--- config.mk ---
export PLATFORM = sky130hd
export DESIGN_NAME = riscv_writeback
export DESIGN_NICKNAME = d
export VERILOG_FILES = /design/src/rtl/riscv_pkg.sv /design/src/rtl/riscv_load_align.sv /design/src/rtl/riscv_writeback.sv
export SDC_FILE = /design/constraint.sdc
export NUM_CORES = 1
export LEC_CHECK = 0
export CORE_MARGIN = 2
export CORE_UTILIZATION = 35
export DETAILED_ROUTE_END_ITERATION = 16
export PLACE_DENSITY_LB_ADDON = 0.08
export SLEW_MARGIN = 15
export SYNTH_ARGS = -nofsm -noshare
export SYNTH_HDL_FRONTEND = slang
export SYNTH_SLANG_ARGS = --single-unit
--- constraint.sdc ---
create_clock -name clk_i -period 2.8 [get_ports clk_i]
set_clock_uncertainty 0.05 [all_clocks]
set_input_delay 0.7 -clock clk_i [delete_from_list [all_inputs] [get_ports clk_i]]
set_output_delay 0.7 -clock clk_i [all_outputs]
set_load 0.05 [all_outputs]
--- src/rtl/riscv_pkg.sv ---
// Shared types for the register-file write side: writeback source select,
// load funct3 encodings and the in-flight pipeline entry.
package riscv_pkg;

    localparam int RF_ADDR_W = 5;

    typedef enum logic [1:0] {
        WB_ALU  = 2'b00,
        WB_MEM  = 2'b01,
        WB_PC4  = 2'b10,
        WB_NONE = 2'b11
    } wb_sel_e;

    localparam logic [2:0] F3_LB  = 3'b000;
    localparam logic [2:0] F3_LH  = 3'b001;
    localparam logic [2:0] F3_LW  = 3'b010;
    localparam logic [2:0] F3_LBU = 3'b100;
    localparam logic [2:0] F3_LHU = 3'b101;

    typedef struct packed {
        logic                 valid;
        logic [RF_ADDR_W-1:0] rd;
        wb_sel_e              sel;
        logic [2:0]           funct3;
        logic [1:0]           off;
    } wb_entry_t;

endpackage

--- src/rtl/riscv_load_align.sv ---
// Load data alignment: picks byte/halfword/word at the byte offset and
// sign/zero-extends it; flags misaligned offsets and illegal funct3.
module riscv_load_align
    import riscv_pkg::*;
#(
    parameter int XLEN = 32
) (
    input  logic [2:0]      funct3_i,
    input  logic [1:0]      off_i,
    input  logic [XLEN-1:0] word_i,
    output logic [XLEN-1:0] data_o,
    output logic            err_o
);

    logic [7:0]  byte_v;
    logic [15:0] half_v;

    always_comb begin
        byte_v = word_i[{off_i, 3'b000} +: 8];
        half_v = off_i[1] ? word_i[31:16] : word_i[15:0];
        data_o = '0;
        err_o  = 1'b0;
        case (funct3_i)
            F3_LB:  data_o = {{(XLEN-8){byte_v[7]}}, byte_v};
            F3_LBU: data_o = {{(XLEN-8){1'b0}}, byte_v};
            F3_LH: begin
                data_o = {{(XLEN-16){half_v[15]}}, half_v};
                err_o  = off_i[0];
            end
            F3_LHU: begin
                data_o = {{(XLEN-16){1'b0}}, half_v};
                err_o  = off_i[0];
            end
            F3_LW: begin
                data_o = word_i;
                err_o  = (off_i != 2'b00);
            end
            default: err_o = 1'b1;
        endcase
    end

endmodule

--- src/rtl/riscv_writeback.sv ---
// Register-file write side: tracks issued destinations through a fixed-depth
// pipeline, commits the head to AddrD/DataD/RegWEn and publishes a busy mask.
module riscv_writeback
    import riscv_pkg::*;
#(
    parameter int XLEN       = 32,
    parameter int PIPE_DEPTH = 3,
    parameter int RADDR_W    = 5
) (
    input  logic               clk_i,
    input  logic               rst_i,
    input  logic               stall_i,
    input  logic               flush_i,
    input  logic               issue_valid_i,
    input  logic [RADDR_W-1:0] issue_rd_i,
    input  logic [1:0]         issue_wb_sel_i,
    input  logic [2:0]         issue_funct3_i,
    input  logic [1:0]         issue_off_i,
    input  logic [XLEN-1:0]    alu_result_i,
    input  logic [XLEN-1:0]    mem_rdata_i,
    input  logic [XLEN-1:0]    pc_plus4_i,
    output logic [RADDR_W-1:0] AddrD_o,
    output logic [XLEN-1:0]    DataD_o,
    output logic               RegWEn_o,
    output logic [31:0]        busy_o,
    output logic               err_o
);

    localparam int NSTG = PIPE_DEPTH - 1;
    localparam int HEAD = PIPE_DEPTH - 2;

    wb_entry_t          stage_q [NSTG];
    wb_entry_t          issue_e;
    wb_entry_t          head;
    logic [RADDR_W-1:0] addr_q;
    logic [XLEN-1:0]    data_q, data_d;
    logic               wen_q, wen_d;
    logic               err_q, err_d;
    logic [XLEN-1:0]    load_data;
    logic               load_err;
    logic [31:0]        busy_mask;

    assign head = stage_q[HEAD];

    always_comb begin
        issue_e.valid  = issue_valid_i;
        issue_e.rd     = issue_rd_i;
        issue_e.sel    = wb_sel_e'(issue_wb_sel_i);
        issue_e.funct3 = issue_funct3_i;
        issue_e.off    = issue_off_i;
    end

    riscv_load_align #(.XLEN(XLEN)) u_align (
        .funct3_i (head.funct3),
        .off_i    (head.off),
        .word_i   (mem_rdata_i),
        .data_o   (load_data),
        .err_o    (load_err)
    );

    always_comb begin
        case (head.sel)
            WB_ALU:  data_d = alu_result_i;
            WB_MEM:  data_d = load_data;
            WB_PC4:  data_d = pc_plus4_i;
            default: data_d = '0;
        endcase
        err_d = head.valid && (head.sel == WB_MEM) && load_err;
        wen_d = head.valid && (head.rd != '0) && (head.sel != WB_NONE) &&
                !((head.sel == WB_MEM) && load_err);
    end

    always_ff @(posedge clk_i) begin
        if (rst_i) begin
            for (int i = 0; i < NSTG; i++) stage_q[i] <= '0;
            addr_q <= '0;
            data_q <= '0;
            wen_q  <= 1'b0;
            err_q  <= 1'b0;
        end else if (stall_i) begin
            // Head is held so it can still commit once the stall lifts.
            wen_q <= 1'b0;
            err_q <= 1'b0;
            if (flush_i) begin
                for (int i = 0; i < HEAD; i++) stage_q[i].valid <= 1'b0;
            end
        end else begin
            addr_q     <= head.rd;
            data_q     <= data_d;
            wen_q      <= wen_d;
            err_q      <= err_d;
            stage_q[0] <= issue_e;
            if (flush_i) stage_q[0].valid <= 1'b0;
            for (int i = 1; i <= HEAD; i++) begin
                stage_q[i] <= stage_q[i-1];
                if (flush_i) stage_q[i].valid <= 1'b0;
            end
        end
    end

    always_comb begin
        busy_mask = '0;
        for (int i = 0; i < NSTG; i++) begin
            if (stage_q[i].valid && (stage_q[i].sel != WB_NONE)) busy_mask[stage_q[i].rd] = 1'b1;
        end
        if (wen_q) busy_mask[addr_q] = 1'b1;
        busy_mask[0] = 1'b0;
    end

    assign AddrD_o  = addr_q;
    assign DataD_o  = data_q;
    assign RegWEn_o = wen_q;
    assign err_o    = err_q;
    assign busy_o   = busy_mask;

endmodule

==> results of run 1 <==
power breakdown:
| part | internal, W | switching (W) |
|---|---|---|
| logic | 0.000386 | 0.000409 |
| clock network | 0.000598 | 0.000432 |
| registers | 0.00107 | 0.0000786 |
| total | 0.00205 | 0.000919 |
layout by cell type (no fill, tap or decap), types with 3 or more instances in the layout:
| master | n |
|---|---|
| and2_1 | 24 |
| o22ai_1 | 5 |
| a211o_1 | 7 |
| o221ai_1 | 22 |
| a21oi_1 | 11 |
| a211o_2 | 10 |
| clkdlybuf4s50_1 | 151 |
| a221o_1 | 15 |
| or3b_2 | 3 |
| dfxtp_1 | 40 |
| and3_1 | 4 |
| nor2b_1 | 4 |
| o221ai_2 | 5 |
| buf_4 | 20 |
| nor2_1 | 20 |
| mux2_2 | 17 |
| inv_1 | 4 |
| clkbuf_16 | 9 |
| mux2i_1 | 46 |
| edfxtp_1 | 25 |
| nand3b_1 | 12 |
| nor3b_1 | 5 |
| a22oi_1 | 7 |
| or3_1 | 4 |
| buf_12 | 32 |
| a21o_1 | 4 |
| nand2_1 | 67 |
| o21ai_0 | 25 |
| nand3_2 | 3 |
worst paths after layout:
path / to / slack (ps) / depth (start not counted)
setup / recovery: busy_o[10] / 130 / 3
hold / removal: DataD_o[10] / 440 / 1
setup reg to reg: DataD_o[20] / 770 / 5
hold reg to reg: DataD_o[10] / 440 / 1
flip-flops by register name, indices dropped and copies added, names as in the netlist:
name / flops
DataD_o: 32
stage_q: 26
AddrD_o: 5
RegWEn_o: 1
err_o: 1
routing by layer:
| metal | global-route usage, % | part of all wire [%] | vias up |
|---|---|---|---|
| li1 | - | - | 2067 |
| met1 | 25.4 | 41 | 2019 |
| met2 | 39.3 | 51 | 180 |
| met3 | 5.13 | 6.9 | 17 |
| met4 | 6.75 | 1.1 | 0 |
| met5 | 0 | 0 | - |
synth_stat cells, drive strengths merged (13+ instances only):
library cell  count  area share, %
o221ai           27            5.7
o21ai            25            3.0
nor2             20            1.8
clkbuf           24            2.2
a211o            17            3.9
nand2            67            6.1
and2             24            3.6
mux2i            46             11
a21oi            13            1.8
mux2             17            4.6
a221o            15            3.6
edfxtp           25             18
dfxtp            40             19
area by class of cell:
cell class,count,area [um2],area share [%]
clock buffers,9,225,3.32
multi-input cells,345,2470,36.4
clock inverters,6,43.8,0.645
flip-flops and latches,65,1550,22.9
repair buffers,203,2300,33.9
inverters,4,15.0,0.221
well taps,143,179,2.64
timing repair:
item	CTS	global route
pin swaps	2	1
setup buffers	4	1
setup endpoints to repair	30	16
gates resized for setup	7	4
endpoints found under the hold margin	0	0
kinds of logic after synthesis:
family / after synthesis / share of synthesized area (%)
mux: 63 / 15.8
buf+inv: 39 / 4.12
simple gates: 160 / 19.9
other cells: 1 / 0.0909
compound gates: 121 / 22.5
flops: 65 / 37.6
stage by stage:
stage	total power, W	util [%]	worst slack, ps	cells	cell area [um2]
after detailed placement	0.00195	56.0	-8.86	755	6420
after global placement	0.00194	56.0	40.9	755	6420
after floorplan	0.00159	-	168	449	4130
after CTS	0.00299	58.9	0.335	774	6750
final	0.00297	59.2	129	775	6790
after global routing	0.00309	59.2	66.2	775	6790
==> results.yml, run 1 <==
run_status:
  status: "completed"
timing:
  maxSlewHeadroom_pct: 38.3
  hold_viol_final: 0
  finalCriticalPeriod_ps: 2670
  finalSetupViolCount: 0
  rsz0062_at_grt: "no"
  period_share_pct: 95.4
  drv_slew: 0
  hold_ws_ps: 440
  worst_slew_pin_slew_ps: 925
  tns_ps: 0
  fmax_mhz: 374
final_layout:
  area_delta_synth_final_pct: 64.5
  nets: 741
  fillers: 1013
  drive_above_1_share_pct: 17.6
  antenna_cells: 0
die:
  fp-row-count: 39
  initial_core_util_pct: 36.0
  die_y_um: 113
  dieWidth_um: 113
  die_area_um2: 12700
  io_pins: 184
  core_area_um2: 11500
logic_synthesis:
  async_flop_share_pct: 0
  syn_inst: 449
  syn_avg_cell_area_um2: 9.19
  synth_edf_count: 25
  synth.distinct_cells: 45
  ys_warn_count: 0
  ys_seq_elements: 65
  syn_nets: 562
  dominantRegCellSynth: "dfxtp_1"
  ys_seq_area_share_pct: 37.6
  netlist_area_um2: 4130
worst_hold_path:
  min_path_type: "reg2reg"
  min_from: "DataD_o[10]"
worst_setup_path:
  critPathKind: "reg2out"
  critPathLaunch: "stage_q[0][9]"
  max_stage_delay_ps: 560
  cp-end-kind: "primary output"
  cpLargestDelayFamily: "simple AND/OR/NAND/NOR gates"
  crit_required_ps: 2050
  cpMaxStageDelayCell: "or3b_2"
  path_cells: "or3b_2, o221ai_1, buf_12"
  cp.arrival_ps: 1920
  critPathMaxFanout: 9
  crit-reg2reg-launch: "stage_q[1][1]"
  start_kind: "flip-flop"
  crit_buf_inv: 1
drt:
  via_per_inst: 5.53
  initialDrtViolationCount: 249
  ant_nets: 0
  routed-via-count: 4283
  drt_wl_total_mm: 14.2
  drc: 0
  dr.pass1.iters: 5
  wl_per_cell_um: 18.3
clock_network:
  clk-insertion-delay-late_ps: 330
  cts-buffers-inserted: 9
  cts_sinks: 65
  clkTransAtPathRegs_ps: 60
  cts_hold_buf: 0
  cts-root-buf: "clkbuf_16"
  cts_tree: "built"
  clock_path_buffers: 2
  h-tree-depth: 3
power:
  p_leak_nw: 2.59
  ir_drop_uv: 226
  p_per_area_nw_per_um2: 437
global_routing:
  grt_pass1_vias: 4284
  grt_usage_pct: 21.8
  antenna_found_initial: 0
  grt_start_max_net_pins: 34
  grt-ovfl-total: 0
  grt_pass1_wl_mm: 22.1
placement:
  numPortBuffers: 182
  dpl.hpwl_mm: 10.4
  gp_congestion: 0.778
flow_run:
  drv_cap: 0
Power figures use the tool's default switching activity.
==> run 2: changes to the inputs <==
--- a/config.mk
+++ b/config.mk
@@ -6,7 +6,7 @@
 export NUM_CORES = 1
 export LEC_CHECK = 0
 export CORE_MARGIN = 2
-export CORE_UTILIZATION = 35
+export CORE_UTILIZATION = 43
 export DETAILED_ROUTE_END_ITERATION = 16
 export PLACE_DENSITY_LB_ADDON = 0.08
 export SLEW_MARGIN = 15
==> run 2 against run 1 <==
  * Worst setup slack lost 46 ps
  * Critical path depth is the same
  * Clock power is 16% lower
  * Flip-flop and latch count stayed put
  * Critical endpoint is now busy_o[8]
  * Combinational power shrank 0.5%
==> results.yml, run 2 (synthesis gave the netlist of run 1 again) <==
final_layout:
  fillers: 722
  final_common_cell: "clkdlybuf4s50_1"
  largest_reg_flops: 32
  nets: 740
  multiInputGateArea_um2: 2460
  area_delta_synth_final_pct: 62.1
  fin_area_um2: 6690
  utilization_pct: 72.1
  drive_above_1_share_pct: 17.2
  seq_area_um2: 1550
  final_cell_mix: "clkdlybuf4s50_1 (151), nand2_1 (67), mux2i_1 (46)"
  antenna_cells: 0
worst_setup_path:
  cpMaxStageDelayCell: "or3b_2"
  cp.arrival_ps: 1970
  crit_buf_inv: 1
  critPathMaxFanout: 9
  crit_required_ps: 2050
  cp.depth: 3
  cp-end-kind: "primary output"
  start_kind: "flip-flop"
  critPathKind: "reg2out"
  r2r.worst_path.cells: 5
  path_cells: "or3b_2, o221ai_1, buf_12"
  cpLargestDelayFamily: "simple AND/OR/NAND/NOR gates"
  max_stage_delay_ps: 560
timing:
  rsz0062_at_grt: "no"
  drv_slew: 0
  hold_viol_final: 0
  finalSetupViolCount: 0
  worst_slew_pin_slew_ps: 1040
  period_share_pct: 97.0
  finalCriticalPeriod_ps: 2720
  fmax_mhz: 368
  tns_ps: 0
  maxSlewHeadroom_pct: 30.8
placement:
  post_dp_cell_area_um2: 6390
  dpl.hpwl_mm: 10.3
  numPortBuffers: 182
  gp_congestion: 0.852
clock_network:
  cts-buffers-inserted: 9
  clock_path_buffers: 2
  clkTransAtPathRegs_ps: 80
  cts_sinks: 65
  cts-root-buf: "clkbuf_8"
  clk-insertion-delay-late_ps: 360
  cts_tree: "built"
  h-tree-depth: 3
  cts_hold_buf: 0
drt:
  drc: 0
  initialDrtViolationCount: 203
  drt_wl_total_mm: 14.0
  ant_nets: 0
  routed-via-count: 4348
  wl_per_cell_um: 18.4
  via_per_inst: 5.71
  dr.pass1.iters: 5
die:
  io_pins: 184
  core_area_um2: 9280
  initial_core_util_pct: 44.4
  dieWidth_um: 102
  die_y_um: 102
  die_area_um2: 10400
  fp-row-count: 35
power:
  power.switching_w: 0.000929
  p_leak_nw: 2.55
  p_per_area_nw_per_um2: 419
  clockPowerShare_pct: 31.0
  ir_drop_uv: 337
  netSwitchingFraction_pct: 33.1
  seq_power_share_pct: 40.8
  p_int_w: 0.00188
  p_comb_share_pct: 28.2
worst_hold_path:
  hold_depth: 1
  min_path_type: "reg2reg"
global_routing:
  grt_start_max_net_pins: 34
  grt-ovfl-total: 0
  grt_usage_pct: 26.2
  grt_pass1_vias: 4350
  grt_pass1_wl_mm: 21.5
  antenna_found_initial: 0
flow_run:
  drv_cap: 0
run_status:
  status: "completed"
==> run 2: per-layer routing <==
layer  vias up  GRT usage (%)  wire (um)
li1       2052              -          -
met1      2047           30.8       5490
met2       213           47.0       7050
met3        36           4.72       1140
met4         0           10.6        358
met5         -              0          0
==> run 2: worst paths after layout <==
kind / startpoint / end / slack [ps]
worst min-delay path: DataD_o[14] / DataD_o[14] / 440
worst max-delay path: stage_q[0][9] / busy_o[8] / 80
worst max register to register: stage_q[1][1] / DataD_o[19] / 570
worst min register to register: DataD_o[14] / DataD_o[14] / 440
==> run 2: power by group through the flow <==
stage               Sequential, W  Clock [W]  Combinational (W)
floorplan                 0.00128          0           0.000310
global placement          0.00116          0           0.000764
detailed placement        0.00117          0           0.000777
CTS                       0.00115   0.000878           0.000784
global route              0.00116   0.000906           0.000835
finish                    0.00115   0.000869           0.000791
==> run 2: repair_timing <==
item,in CTS,in global routing
gates resized for setup,8,2
buffers inserted,3,2
pin swaps,2,1
endpoints found under the hold margin,0,0
setup endpoints to repair,31,12
cloned,0,0
==> run 2: area by class of cell <==
cell class | count | share of cell area (%)
flip-flops and latches | 65 | 23.2
repair buffers | 202 | 34.3
clock inverters | 7 | 1.27
multi-input cells | 345 | 36.7
well taps | 129 | 2.41
inverters | 4 | 0.224
clock buffers | 9 | 1.85
==> run 2: metrics by stage <==
stage               hold WS (ps)  instances  setup WS (ps)  power (W)
finish                       443        761           83.0    0.00281
global route                 463        761           6.85    0.00290
CTS                          450        759          -7.72    0.00281
detailed placement           426        740           40.5    0.00194
global placement             420        740           91.1    0.00192
floorplan                    418        449            168    0.00159
==> run 2: worst reg2reg max path: cells and delay by family, from the launching register on <==
family                 cells  cell delay, ps
flip-flops                 1            1040
buffers and inverters      1             160
AO/OA/AOI/OAI              3             740
multiplexers               1             200
